==> config.mk <==
export PLATFORM = sky130hd
export DESIGN_NAME = sp_bank_reg
export DESIGN_NICKNAME = d
export VERILOG_FILES = /design/src/rtl/sp_pkg.sv /design/src/rtl/sp_bank.sv /design/src/rtl/sp_bank_reg.sv
export SDC_FILE = /design/constraint.sdc
export NUM_CORES = 1
export LEC_CHECK = 0
export CORE_MARGIN = 3
export CORE_UTILIZATION = 40
export CTS_BUF_LIST = sky130_fd_sc_hd__clkbuf_8
export DETAILED_ROUTE_END_ITERATION = 8
export DONT_BUFFER_PORTS = 1
export GPL_TIMING_DRIVEN = 0
export PLACE_DENSITY_LB_ADDON = 0.15
export RECOVER_POWER = 100
export SYNTH_ARGS = -nofsm -noshare
export SYNTH_HDL_FRONTEND = slang
export SYNTH_SLANG_ARGS = --single-unit
==> constraint.sdc <==
create_clock -name clk -period 9.4 [get_ports clk]
set_clock_uncertainty 0.15 [all_clocks]
set_input_delay 1.41 -clock clk [delete_from_list [all_inputs] [get_ports clk]]
set_output_delay 1.41 -clock clk [all_outputs]
set_load 0.01 [all_outputs]
==> src/rtl/sp_pkg.sv <==
// sp_pkg: shared constants and op encoding for the banked stack-pointer register
//   SP_WIDTH, SP_RESET_VAL, SP_LIMIT_LO, SP_STEP : default parameters
//   sp_op_t : resolved per-cycle operation (NOP, LD, INC, DEC)
//   sp_resolve : priority encode ld > inc > dec
package sp_pkg;
   localparam int SP_WIDTH = 32;
   localparam logic [31:0] SP_RESET_VAL = 32'h3fe;
   localparam logic [31:0] SP_LIMIT_LO = 32'h200;
   localparam logic [31:0] SP_STEP = 32'd1;
   typedef enum logic [1:0] {NOP, LD, INC, DEC} sp_op_t;
   function automatic sp_op_t sp_resolve(input logic ld, input logic inc, input logic dec);
      return ld ? LD : inc ? INC : dec ? DEC : NOP;
   endfunction
endpackage

==> src/rtl/sp_bank.sv <==
// sp_bank: one stack-pointer register with its limit checks (optional watermark under SP_WATERMARK_EN)
//   clk, reset (async, active-low), op (already gated to this bank), Din (load value)
//   value (current SP), ovf_req / unf_req (this cycle's op is refused)
//   SP_WATERMARK_EN: clr_wm (reload watermark from SP), watermark (lowest SP held)
module sp_bank
   import sp_pkg::*;
#(
   parameter int WIDTH = SP_WIDTH,
   parameter logic [WIDTH-1:0] RESET_VAL = WIDTH'(SP_RESET_VAL),
   parameter logic [WIDTH-1:0] LIMIT_LO = WIDTH'(SP_LIMIT_LO),
   parameter logic [WIDTH-1:0] STEP = WIDTH'(SP_STEP)
) (
   input  logic clk,
   input  logic reset,
   input  sp_op_t op,
   input  logic [WIDTH-1:0] Din,
   output logic [WIDTH-1:0] value,
   output logic ovf_req,
   output logic unf_req
`ifdef SP_WATERMARK_EN
   ,
   input  logic clr_wm,
   output logic [WIDTH-1:0] watermark
`endif
);
   logic [WIDTH:0] sum, diff;
   logic [WIDTH-1:0] nxt;
   // one extra bit so overflow past the top and borrow below zero are both visible
   assign sum = {1'b0, value} + {1'b0, STEP};
   assign diff = {1'b0, value} - {1'b0, STEP};
   always_comb begin
      unf_req = (op == INC) && (sum > {1'b0, RESET_VAL});
      ovf_req = (op == DEC) && (diff[WIDTH] || diff[WIDTH-1:0] < LIMIT_LO);
      nxt = (op == LD) ? Din :
            (op == INC && !unf_req) ? sum[WIDTH-1:0] :
            (op == DEC && !ovf_req) ? diff[WIDTH-1:0] : value;
   end
   always_ff @(posedge clk or negedge reset)
      if (!reset) value <= RESET_VAL;
      else value <= nxt;
`ifdef SP_WATERMARK_EN
   logic [WIDTH-1:0] wm_base;
   // a clear restarts tracking from the current SP; any update in the same cycle still counts
   assign wm_base = clr_wm ? value : watermark;
   always_ff @(posedge clk or negedge reset)
      if (!reset) watermark <= RESET_VAL;
      else watermark <= (nxt < wm_base) ? nxt : wm_base;
`endif
endmodule

==> src/rtl/sp_bank_reg.sv <==
// sp_bank_reg: multi-bank stack pointer with sticky limit flags (optional watermark under SP_WATERMARK_EN)
//   clk, reset (async, active-low), bank_sel, Din, ld/inc/dec (priority ld > inc > dec), clr_flags
//   Dout (selected SP, 0 for an invalid bank), ovf/unf (sticky refusals), fault (pulse after a refusal)
//   SP_WATERMARK_EN: watermark (selected bank's lowest SP since reset or clear)
module sp_bank_reg
   import sp_pkg::*;
#(
   parameter int WIDTH = SP_WIDTH,
   parameter int NUM_BANKS = 2,
   parameter logic [WIDTH-1:0] RESET_VAL = WIDTH'(SP_RESET_VAL),
   parameter logic [WIDTH-1:0] LIMIT_LO = WIDTH'(SP_LIMIT_LO),
   parameter logic [WIDTH-1:0] STEP = WIDTH'(SP_STEP),
   localparam int SW = NUM_BANKS > 1 ? $clog2(NUM_BANKS) : 1
) (
   input  logic clk,
   input  logic reset,
   input  logic [SW-1:0] bank_sel,
   input  logic [WIDTH-1:0] Din,
   input  logic ld,
   input  logic inc,
   input  logic dec,
   input  logic clr_flags,
   output logic [WIDTH-1:0] Dout,
   output logic ovf,
   output logic unf,
   output logic fault
`ifdef SP_WATERMARK_EN
   ,
   output logic [WIDTH-1:0] watermark
`endif
);
   sp_op_t op;
   logic sel_ok;
   logic [WIDTH-1:0] vals [NUM_BANKS];
   logic [NUM_BANKS-1:0] ovf_reqs, unf_reqs;
`ifdef SP_WATERMARK_EN
   logic [WIDTH-1:0] wms [NUM_BANKS];
   assign watermark = sel_ok ? wms[bank_sel] : '0;
`endif
   assign op = sp_resolve(ld, inc, dec);
   // out-of-range selects touch nothing and read as zero
   assign sel_ok = {1'b0, bank_sel} < (SW + 1)'(NUM_BANKS);
   assign Dout = sel_ok ? vals[bank_sel] : '0;
   for (genvar g = 0; g < NUM_BANKS; g++) begin : g_bank
      logic hit;
      sp_op_t bop;
      assign hit = sel_ok && bank_sel == SW'(g);
      assign bop = hit ? op : NOP;
      sp_bank #(.WIDTH(WIDTH), .RESET_VAL(RESET_VAL), .LIMIT_LO(LIMIT_LO), .STEP(STEP)) u_bank (
         .clk(clk),
         .reset(reset),
         .op(bop),
         .Din(Din),
         .value(vals[g]),
         .ovf_req(ovf_reqs[g]),
         .unf_req(unf_reqs[g])
`ifdef SP_WATERMARK_EN
         ,
         .clr_wm(hit && clr_flags),
         .watermark(wms[g])
`endif
      );
   end
   // a refusal in the same cycle as a clear wins
   always_ff @(posedge clk or negedge reset)
      if (!reset) begin
         ovf <= 1'b0;
         unf <= 1'b0;
         fault <= 1'b0;
      end else begin
         ovf <= |ovf_reqs || (ovf && !clr_flags);
         unf <= |unf_reqs || (unf && !clr_flags);
         fault <= |ovf_reqs || |unf_reqs;
      end
endmodule

# Word-level counts from Yosys, hierarchy flattened
# Index checks and enable logic that the tools add are counted.
# totals
regBits	67
elab_cells	59
output_inout_bits	35
romBits	0
latch_bits	0
mem_bits_rw	0
in_bits	39
memories	0
# op_classes
muxes	14
bitwise	1
n_eq_ne	6
div_mod_pow	0
shift	0
n_addsub	4
reduce_logical	24
magnitude_cmp	5
mul	0
# ops
op	n
2-to-1 mux 32 bit	9
adder 32 x 1 -> 33 bit (second input constant)	2
greater-than comparator 33 x 10 -> 1 bit (second input constant)	2
subtractor 32 x 1 -> 33 bit (second input constant)	2
less-than comparator 32 x 10 -> 1 bit (second input constant)	2
logical AND 1 bit	10
2-to-1 mux 2 bit	5
== test 2 bit (second input constant)	4
nonzero test 3 bit	2
zero test 1 bit	5
logical OR 1 bit	5
== test 2 x 1 -> 1 bit (second input constant)	2
OR reduction 2 bit	2
>= comparator 2 bit (second input constant)	1
NOT 1 -> 2 bit	1

# Depth between registers and ports, before layout
# Gate-level depths: netlist of the first run.
# logic_depth
word_depth	11
ltp_mapped	16
depth_no_buf	12

# By module
# A second synthesis of the first run with hierarchy kept.
# hier_totals
cells_unflattened	1019
hier_area_um2	7616.1
# modules_own_cells
module	area_per_inst_um2	cells_per_inst	instances
sp_bank	3472.1	483	2
sp_bank_reg	671.9	53	1

# Worst setup path before layout of the first run
# OpenSTA, ideal clock, no wires.
# synth_path
path_type	input port to output port
start	in bank_sel
end	out Dout[11]
arrival_time_ps	2403
path_stages	3
path_buffers	2
required_ps	7840
slack_ps	5437
cell_sequence	clkbuf_1 buf_1 mux2_2
# synth_between
elab_chain_cells	4
# synth_rtl
item	line_no	rtl
start, declared	sp_bank_reg.sv:17	input logic [SW-1:0] bank_sel,
NOT 1 -> 2 bit (not written as such)	sp_bank_reg.sv:43	assign Dout = sel_ok ? vals[bank_sel] : '0;
2-to-1 mux 32 bit (not written as such) (3 in series)	sp_bank_reg.sv:43	
end, declared	sp_bank_reg.sv:23	output logic [WIDTH-1:0] Dout,
# Every way passes these cells. The select of a mux whose other input is x is not followed.

# Worst setup path in the final report of the first run
# layout_path
start	reg g_bank[1].u_bank.value[0]
end	reg g_bank[1].u_bank.value[6]
# layout_between
elab_chain_cells	7
word_cells_on_any_way	15
classes_between	add/sub (2); order compare (2); mux (3); reduce/logical (8)
# layout_rtl
item	line_no	rtl
start, declared	sp_bank.sv:17	output logic [WIDTH-1:0] value,
start signal, assigned	sp_bank.sv:40	else value <= nxt;
adder 32 x 1 -> 33 bit / subtractor 32 x 1 -> 33 bit (equally long branches)	sp_bank.sv:29, sp_bank.sv:30	
greater-than comparator 33 x 10 -> 1 bit / less-than comparator 32 x 10 -> 1 bit (equally long branches)	sp_bank.sv:32, sp_bank.sv:33	
logical AND 1 bit / logical OR 1 bit (equally long branches)	sp_bank.sv:32, sp_bank.sv:33	
zero test 1 bit / logical AND 1 bit (equally long branches)	sp_bank.sv:35, sp_bank.sv:33	
logical AND 1 bit / zero test 1 bit (equally long branches)	sp_bank.sv:35, sp_bank.sv:36	
2-to-1 mux 32 bit / logical AND 1 bit (equally long branches)	sp_bank.sv:35, sp_bank.sv:36	
2-to-1 mux 32 bit / nonzero test 3 bit (equally long branches)	n/a	
# Parallel ways exist; a longest one is shown, timed or not. The select of a mux whose other input is x is not followed.
# A chain may end at the register's enable or synchronous reset.

==> impl_metrics.tcl, run 1 <==
set metrics [dict create \
    tns_ps 0 \
    synthesis.area_um2 7038 \
    grt_overflow 0 \
    p_int_uw 630.0 \
    dieArea_um2 19220 \
    synth-edff-count 0 \
    whs_ps 413.9 \
    timing.final.crit_share_pct 58.31 \
    gp_congestion 0.8951 \
    path_max_fanout 10 \
    drt_iter0_markers 656 \
    start_kind "register" \
    clockRootBuffer "clkbuf_8" \
    num_rows 47 \
    post_cts_resized 0 \
    yosysUniqueCellTypes 87 \
    finalWirelength_mm 26.33 \
    powerDensity_nw_per_um2 149.8 \
    port_buffers 0 \
    syn-num-nets 957 \
    numCtsBuffers 9 \
    ant_nets 0 \
    num-fill-cells 1744 \
    area_delta_synth_final_pct 5.653 \
    critPathRequiredTime_ps 9540 \
    hold_viol_final 0 \
    clock-sinks 67 \
    antennaDiodeCount 0 \
    peakVddDrop_uv 100.2 \
    fmax_mhz 182.5 \
    slew_headroom_pct 13.00 \
    start_util_pct 41.70 \
    cts_tree "built" \
    p_leak_uw 0.002547 \
    firstDrtPassIters 5 \
    cts.hold.buffers_added 0 \
    synth_seq_cells 67 \
    layout-drive-gt1-share_pct 10.90 \
    p_sw_share_pct 43.44 \
    place_inst 1132 \
    drcViolationCount 0 \
    yosys_warnings 0 \
    antenna_found_initial 0 \
    coreArea_um2 16880 \
    p_sw_uw 483.9 \
    final_common_cell "nand2_1" \
    synthCells 912 \
    regArea_um2 1699 \
    crit_arrival_ps 5630 \
    htreeDepth 3 \
    worstSkewPairLatency_ps 380 \
    die_h_um 138.6 \
    grt_pass1_vias 6743 \
    synth_flop_cell "dfrtp_1" \
    io_pins 74 \
    nets 968 \
    final_cells 1147 \
    via_per_inst 6.333 \
    layout_common_cells "nand2_1 (103), o21ai_0 (64), clkbuf_1 (60)" \
    die_w_um 138.6 \
    critPathKind "reg -> reg" \
    grt_usage_pct 26.77 \
    setup_viol 0 \
    run_status "completed" \
    maxCapViolations 0 \
    syn_avg_cell_area_um2 7.717 \
    path_clk_slew_ps 80 \
    drv_slew 0 \
    grt_max_degree 68 \
    multi_input_area_um2 4753 \
    post_cts_buffers 0 \
    hp-class "reg -> reg" \
    async_reset_ff_share_pct 100.0 \
    power_frac_clock_pct 23.2 \
    cp-end-kind "register" \
    grt_pass1_wl_mm 41.04 \
    wl_per_cell_um 22.95 \
    clk_path_buf_depth 2 \
    place.detailed.hpwl_mm 20.11 \
    fin_crit_ps 5481 \
    p_comb_share_pct 42.6 \
    rsz0062_at_grt "no" \
    seq_area_frac_synth_pct 24.14 \
    worst_pin_slew_ps 1302 \
    pwr-share-seq_pct 34.2 \
    num_vias 7264 \
]
## worst max-delay path, cell delays in order (launching register included)
cell,delay (ps)
dfrtp_1,450
clkbuf_1,250
inv_1,140
ha_1,210
nor3b_1,420
nand2_1,340
o41ai_1,390
a32oi_1,160
or4_1,540
o211ai_1,290
clkbuf_1,610
nor3b_1,1110
o21ai_0,220
o21ai_0,130
## state kept, by name, indices dropped and copies added, names as in the netlist
| name | count |
|---|---|
| ovf | 1 |
| unf | 1 |
| g_bank.u_bank.value | 64 |
| fault | 1 |
## cell type report
| type | count | area share [%] |
|---|---|---|
| Buffer | 93 | 5.654 |
| Clock buffer | 14 | 2.591 |
| Clock inverter | 1 | 0.06731 |
| Inverter | 24 | 1.212 |
| Multi-Input combinational cell | 728 | 63.92 |
| Sequential cell | 67 | 22.85 |
| Tap cell | 220 | 3.702 |
## Yosys cell counts (5+ instances only)
cell type,number,share of area [%]
o211ai_1,14,1.5
a211oi_1,10,1.1
buf_2,26,1.8
xnor2_1,46,5.7
nand3b_1,8,0.85
dfrtp_1,49,17
o21ai_0,46,3.3
nor4_1,32,2.8
o21ai_1,24,1.7
xor2_1,14,1.7
or2_2,5,0.44
nor2_1,54,2.9
buf_4,8,0.85
o31ai_1,10,1.1
or3_1,12,1.1
a21oi_1,22,1.6
nand4_1,31,2.8
or4_1,18,1.9
nand3_1,44,3.1
nor4_4,6,1.8
nor2b_1,8,0.71
ha_1,6,1.1
dfstp_2,18,6.7
buf_6,5,0.80
nor3_1,37,2.6
inv_1,24,1.3
and2_1,5,0.44
nand2_1,103,5.5
nand2b_1,13,1.2
and3_1,17,1.5
mux2_2,26,4.2
a31oi_1,7,0.62
clkbuf_1,49,2.6
mux2i_1,12,1.7
## path summary, 6_finish.rpt
check                                                          to                                   from  depth (start not counted)  slack [ps]
max                         g_bank[1].u_bank.value[6]$_DFFE_PN1P_  g_bank[1].u_bank.value[0]$_DFFE_PN0P_                         13        3920
min in group asynchronous  g_bank[1].u_bank.value[15]$_DFFE_PN0P_                                  reset                          0         560
min                                                 unf$_DFF_PN0_                          unf$_DFF_PN0_                          1         410
max reg2reg                 g_bank[1].u_bank.value[6]$_DFFE_PN1P_  g_bank[1].u_bank.value[0]$_DFFE_PN0P_                         13        3920
max in group asynchronous   g_bank[1].u_bank.value[8]$_DFFE_PN1P_                                  reset                          0        8320
min reg2reg                                         unf$_DFF_PN0_                          unf$_DFF_PN0_                          1         410
## metal layers
metal  wire (um)  track usage (%)  vias up
li1            -                -     3392
met1       12360            39.54     3546
met2       11170            39.11      301
met3        2515            8.034       25
met4         282            4.737        0
met5           0                0        -
## metrics by stage
stage	instance area (um^2)	worst slack, ps	total power, uW	utilization (%)
6_report	7436	3919	1114	44.06
5_1_grt	7436	3575	1179	44.06
4_1_cts	7511	4983	1119	44.50
3_5_place_dp	7313	4991	859.5	43.33
3_3_place_gp	7313	4991	859.3	43.33
2_1_floorplan	7038	5437	734.1	-
## logic make-up after synthesis
family | Yosys count | share of synthesized area [%]
and+or+nand+nor | 435 | 35.82
AOI/OAI and AO/OA | 189 | 17.94
buffers and inverters | 117 | 7.698
DFF | 67 | 24.14
xor gates and xnor gates | 60 | 7.467
muxes | 38 | 5.867
adders and majority gates | 6 | 1.067
## power by group through the flow
| stage | logic (uW) | registers (uW) | clock network, uW |
|---|---|---|---|
| floorplan | 359 | 375 | 0 |
| global placement | 473 | 386 | 0 |
| detailed placement | 473 | 386 | 0 |
| CTS | 477 | 381 | 262 |
| global route | 519 | 388 | 272 |
| finish | 474 | 381 | 259 |
No activity file was read; power rests on OpenSTA's default activity.
==> inputs of run 2 (changes only) <==
- ABC_AREA: default -> 1
- clock period: 9.4 -> 5.6 ns (I/O delays scaled with it)
==> impl_metrics.tcl, run 2 <==
set metrics [dict create \
    grt_usage_pct 30.13 \
    synth_most_common_cell "nand2_1" \
    rsz0062_at_grt "no" \
    num_vias 9485 \
    yosysTopAreaCellShare_pct 26.10 \
    slowest_stage "dfstp_2" \
    drcViolationCount 0 \
    post-route-cell-area_um2 8586 \
    grt_pass1_wl_mm 50.43 \
    firstDrtPassIters 8 \
    maxCapViolations 1 \
    path_max_fanout 10 \
    gp_congestion 0.9501 \
    worst_pin_slew_ps 1842 \
    clockRootBuffer "clkbuf_8" \
    synthCells 1481 \
    worstSkewPairLatency_ps 380 \
    drv_slew 30 \
    drt_iter0_markers 900 \
    fin_crit_ps 4099 \
    largest_register_ffs 64 \
    grt_max_degree 56 \
    cpPeakStageDelay_ps 520 \
    layout_common_cells "nand2_1 (562), nor2_1 (221), nand3_1 (171)" \
    critPathKind "reg -> reg" \
    cts.hold.buffers_added 1 \
    wl_per_cell_um 19.08 \
    cts_tree "built" \
    largest-register "g_bank.u_bank.value" \
    powerDensity_nw_per_um2 332.5 \
    post_cts_buffers 0 \
    yosys_warnings 0 \
    synth_area_leader_cell "nand2_1" \
    violations "max-capacitance violations, max-slew violations" \
    dr.max_layer_used "met4" \
    post_cts_resized 0 \
    num_rows 51 \
    finalWirelength_mm 33.68 \
    numCtsBuffers 9 \
    synth_flop_cell "dfrtp_1" \
    tns_ps 0 \
    synthTopCellsByCount "nand2_1 (561), nor2_1 (220), nand3_1 (169), inv_1 (132), o21ai_0 (76)" \
    clock-sinks 67 \
    run_status "finished with violations" \
    port_buffers 0 \
    synthTopCellsByArea "nand2_1 (26%), dfrtp_1 (15%), nand3_1 (10%), nor2_1 (10%), xor2_1 (6.7%)" \
    crit_path_cell_trace "clkbuf_1, nand2_1, nor2_1, nand2_1, nor2_1, nand2_1, xor2_1, nand2_1, nor2_1, nand2_1, nor2_1, nand3_1, nand2_1, clkinv_1, nand2_1, clkbuf_1, nand3_1, nand2_1" \
    ant_nets 0 \
    place.detailed.hpwl_mm 26.92 \
    syn_avg_cell_area_um2 5.447 \
    crit_path_frequent_cell "nand2_1" \
    cp-end-kind "register" \
    via_per_inst 5.374 \
    wl_met3_mm 2.001 \
    syn-num-nets 1526 \
    layout-drive-gt1-share_pct 6.067 \
    nets 1540 \
    crit_family "simple AND/OR/NAND/NOR gates" \
    p_leak_uw 0.004004 \
    met2RoutedLength_mm 16.10 \
    io_pins 74 \
    die_w_um 148.0 \
    crit_arrival_ps 4260 \
    fmax_mhz 244.0 \
    grt_pass1_vias 8854 \
    grt_overflow 0 \
    coreArea_um2 19650 \
    area_delta_synth_final_pct 6.421 \
    seq_area_frac_synth_pct 21.06 \
    async_reset_ff_share_pct 100.0 \
    antenna_found_initial 0 \
    yosysUniqueCellTypes 33 \
    antennaDiodeCount 0 \
    dieArea_um2 21910 \
    peakVddDrop_uv 162.6 \
    postPlaceCellArea_um2 8399 \
    critPathRequiredTime_ps 5770 \
    die_h_um 148.0 \
    start_util_pct 41.05 \
    htreeDepth 3 \
    slew_headroom_pct -22.79 \
    synthesis.area_um2 8068 \
    timing.final.crit_share_pct 73.19 \
    crit_buf_inv 3 \
    path_clk_slew_ps 80 \
    synth-edff-count 0 \
    synth_seq_cells 67 \
    start_kind "register" \
    setup_viol 0 \
    hp-class "in -> async" \
    hold_viol_final 0 \
    clk_path_buf_depth 2 \
    m1WireLength_mm 13.86 \
    final_common_cell "nand2_1" \
]
## run 2: cell count changes after synthesis, sizes merged, moves of 20 or more
| cell | before | now |
|---|---|---|
| clkbuf | 51 | 31 |
| nor3 | 42 | 12 |
| a21oi | 22 | 0 |
| xnor2 | 46 | 4 |
| inv | 24 | 137 |
| xor2 | 14 | 62 |
| mux2 | 26 | 0 |
| nor4 | 40 | 3 |
| nand2 | 104 | 564 |
| nand3 | 46 | 172 |
| o21ai | 70 | 98 |
| nor2 | 56 | 234 |
## run 2: where the power goes
group	total [uW]	leakage [uW]	internal (uW)	switching [uW]
combinational	1630	0.00308	478	1150
clock	437	0.000103	214	223
sequential	785	0.000817	633	152
total	2850	0.00400	1330	1530
## run 2: layout make-up
class / count / area, um^2
tap: 265 / 331.6
clock inverter: 6 / 56.30
buffer: 69 / 299.0
clock buffer: 10 / 137.6
multi-input combinational: 1208 / 5524
sequential: 67 / 1699
fill: 2302 / 11070
inverter: 137 / 514.2
timing repair buffer: 3 / 23.77
## run 2: worst register-to-register path: stages (launching register included)
cell      delay [ps]
dfstp_2          520
clkbuf_1         410
nand2_1          140
nor2_1           220
nand2_1          170
nor2_1           330
nand2_1          110
xor2_1           200
nand2_1           80
nor2_1           100
nand2_1          100
nor2_1           240
nand3_1          230
nand2_1          130
clkinv_1          70
nand2_1          150
clkbuf_1         460
nand3_1          160
nand2_1           90
## run 2: metrics by stage
stage / setup slack (ps) / hold slack [ps] / total power, uW / util (%) / cells
2_1_floorplan: 2909 / 326.6 / 1925 / - / 1481
3_3_place_gp: 2066 / 355.7 / 2381 / 42.74 / 1746
3_5_place_dp: 2043 / 365.0 / 2382 / 42.74 / 1746
4_1_cts: 2011 / 0.09576 / 2824 / 43.77 / 1763
5_1_grt: 1138 / 120.6 / 3097 / 43.68 / 1765
6_report: 1501 / 146.5 / 2855 / 43.68 / 1765
## run 2: logic make-up after synthesis
kind of cell / after synthesis / share of synthesized area [%]
compound gates: 99 / 6.172
xor+xnor: 66 / 7.165
fa+ha+maj: 6 / 0.9305
buf+inv: 206 / 10.28
flops: 67 / 21.06
simple gates: 1037 / 54.39
## run 2: worst paths after layout
kind	to	cells past startpoint	start	slack, ps
max	g_bank[1].u_bank.value[1]$_DFFE_PN1P_	18	g_bank[1].u_bank.value[5]$_DFFE_PN1P_	1500
min	g_bank[1].u_bank.value[6]$_DFFE_PN1P_	0	reset	150
max reg2reg	g_bank[1].u_bank.value[1]$_DFFE_PN1P_	18	g_bank[1].u_bank.value[5]$_DFFE_PN1P_	1500
min reg2reg	g_bank[0].u_bank.value[1]$_DFFE_PN1P_	2	g_bank[0].u_bank.value[1]$_DFFE_PN1P_	370
max in group asynchronous	g_bank[0].u_bank.value[17]$_DFFE_PN0P_	1	reset	3420
min in group clk	g_bank[0].u_bank.value[1]$_DFFE_PN1P_	2	g_bank[0].u_bank.value[1]$_DFFE_PN1P_	370
## run 2: metal layers
layer | vias up | GRT usage [%]
met5 | - | 0
met4 | 0 | 14.18
met3 | 88 | 3.219
met2 | 396 | 51.68
met1 | 4319 | 37.98
li1 | 4682 | -
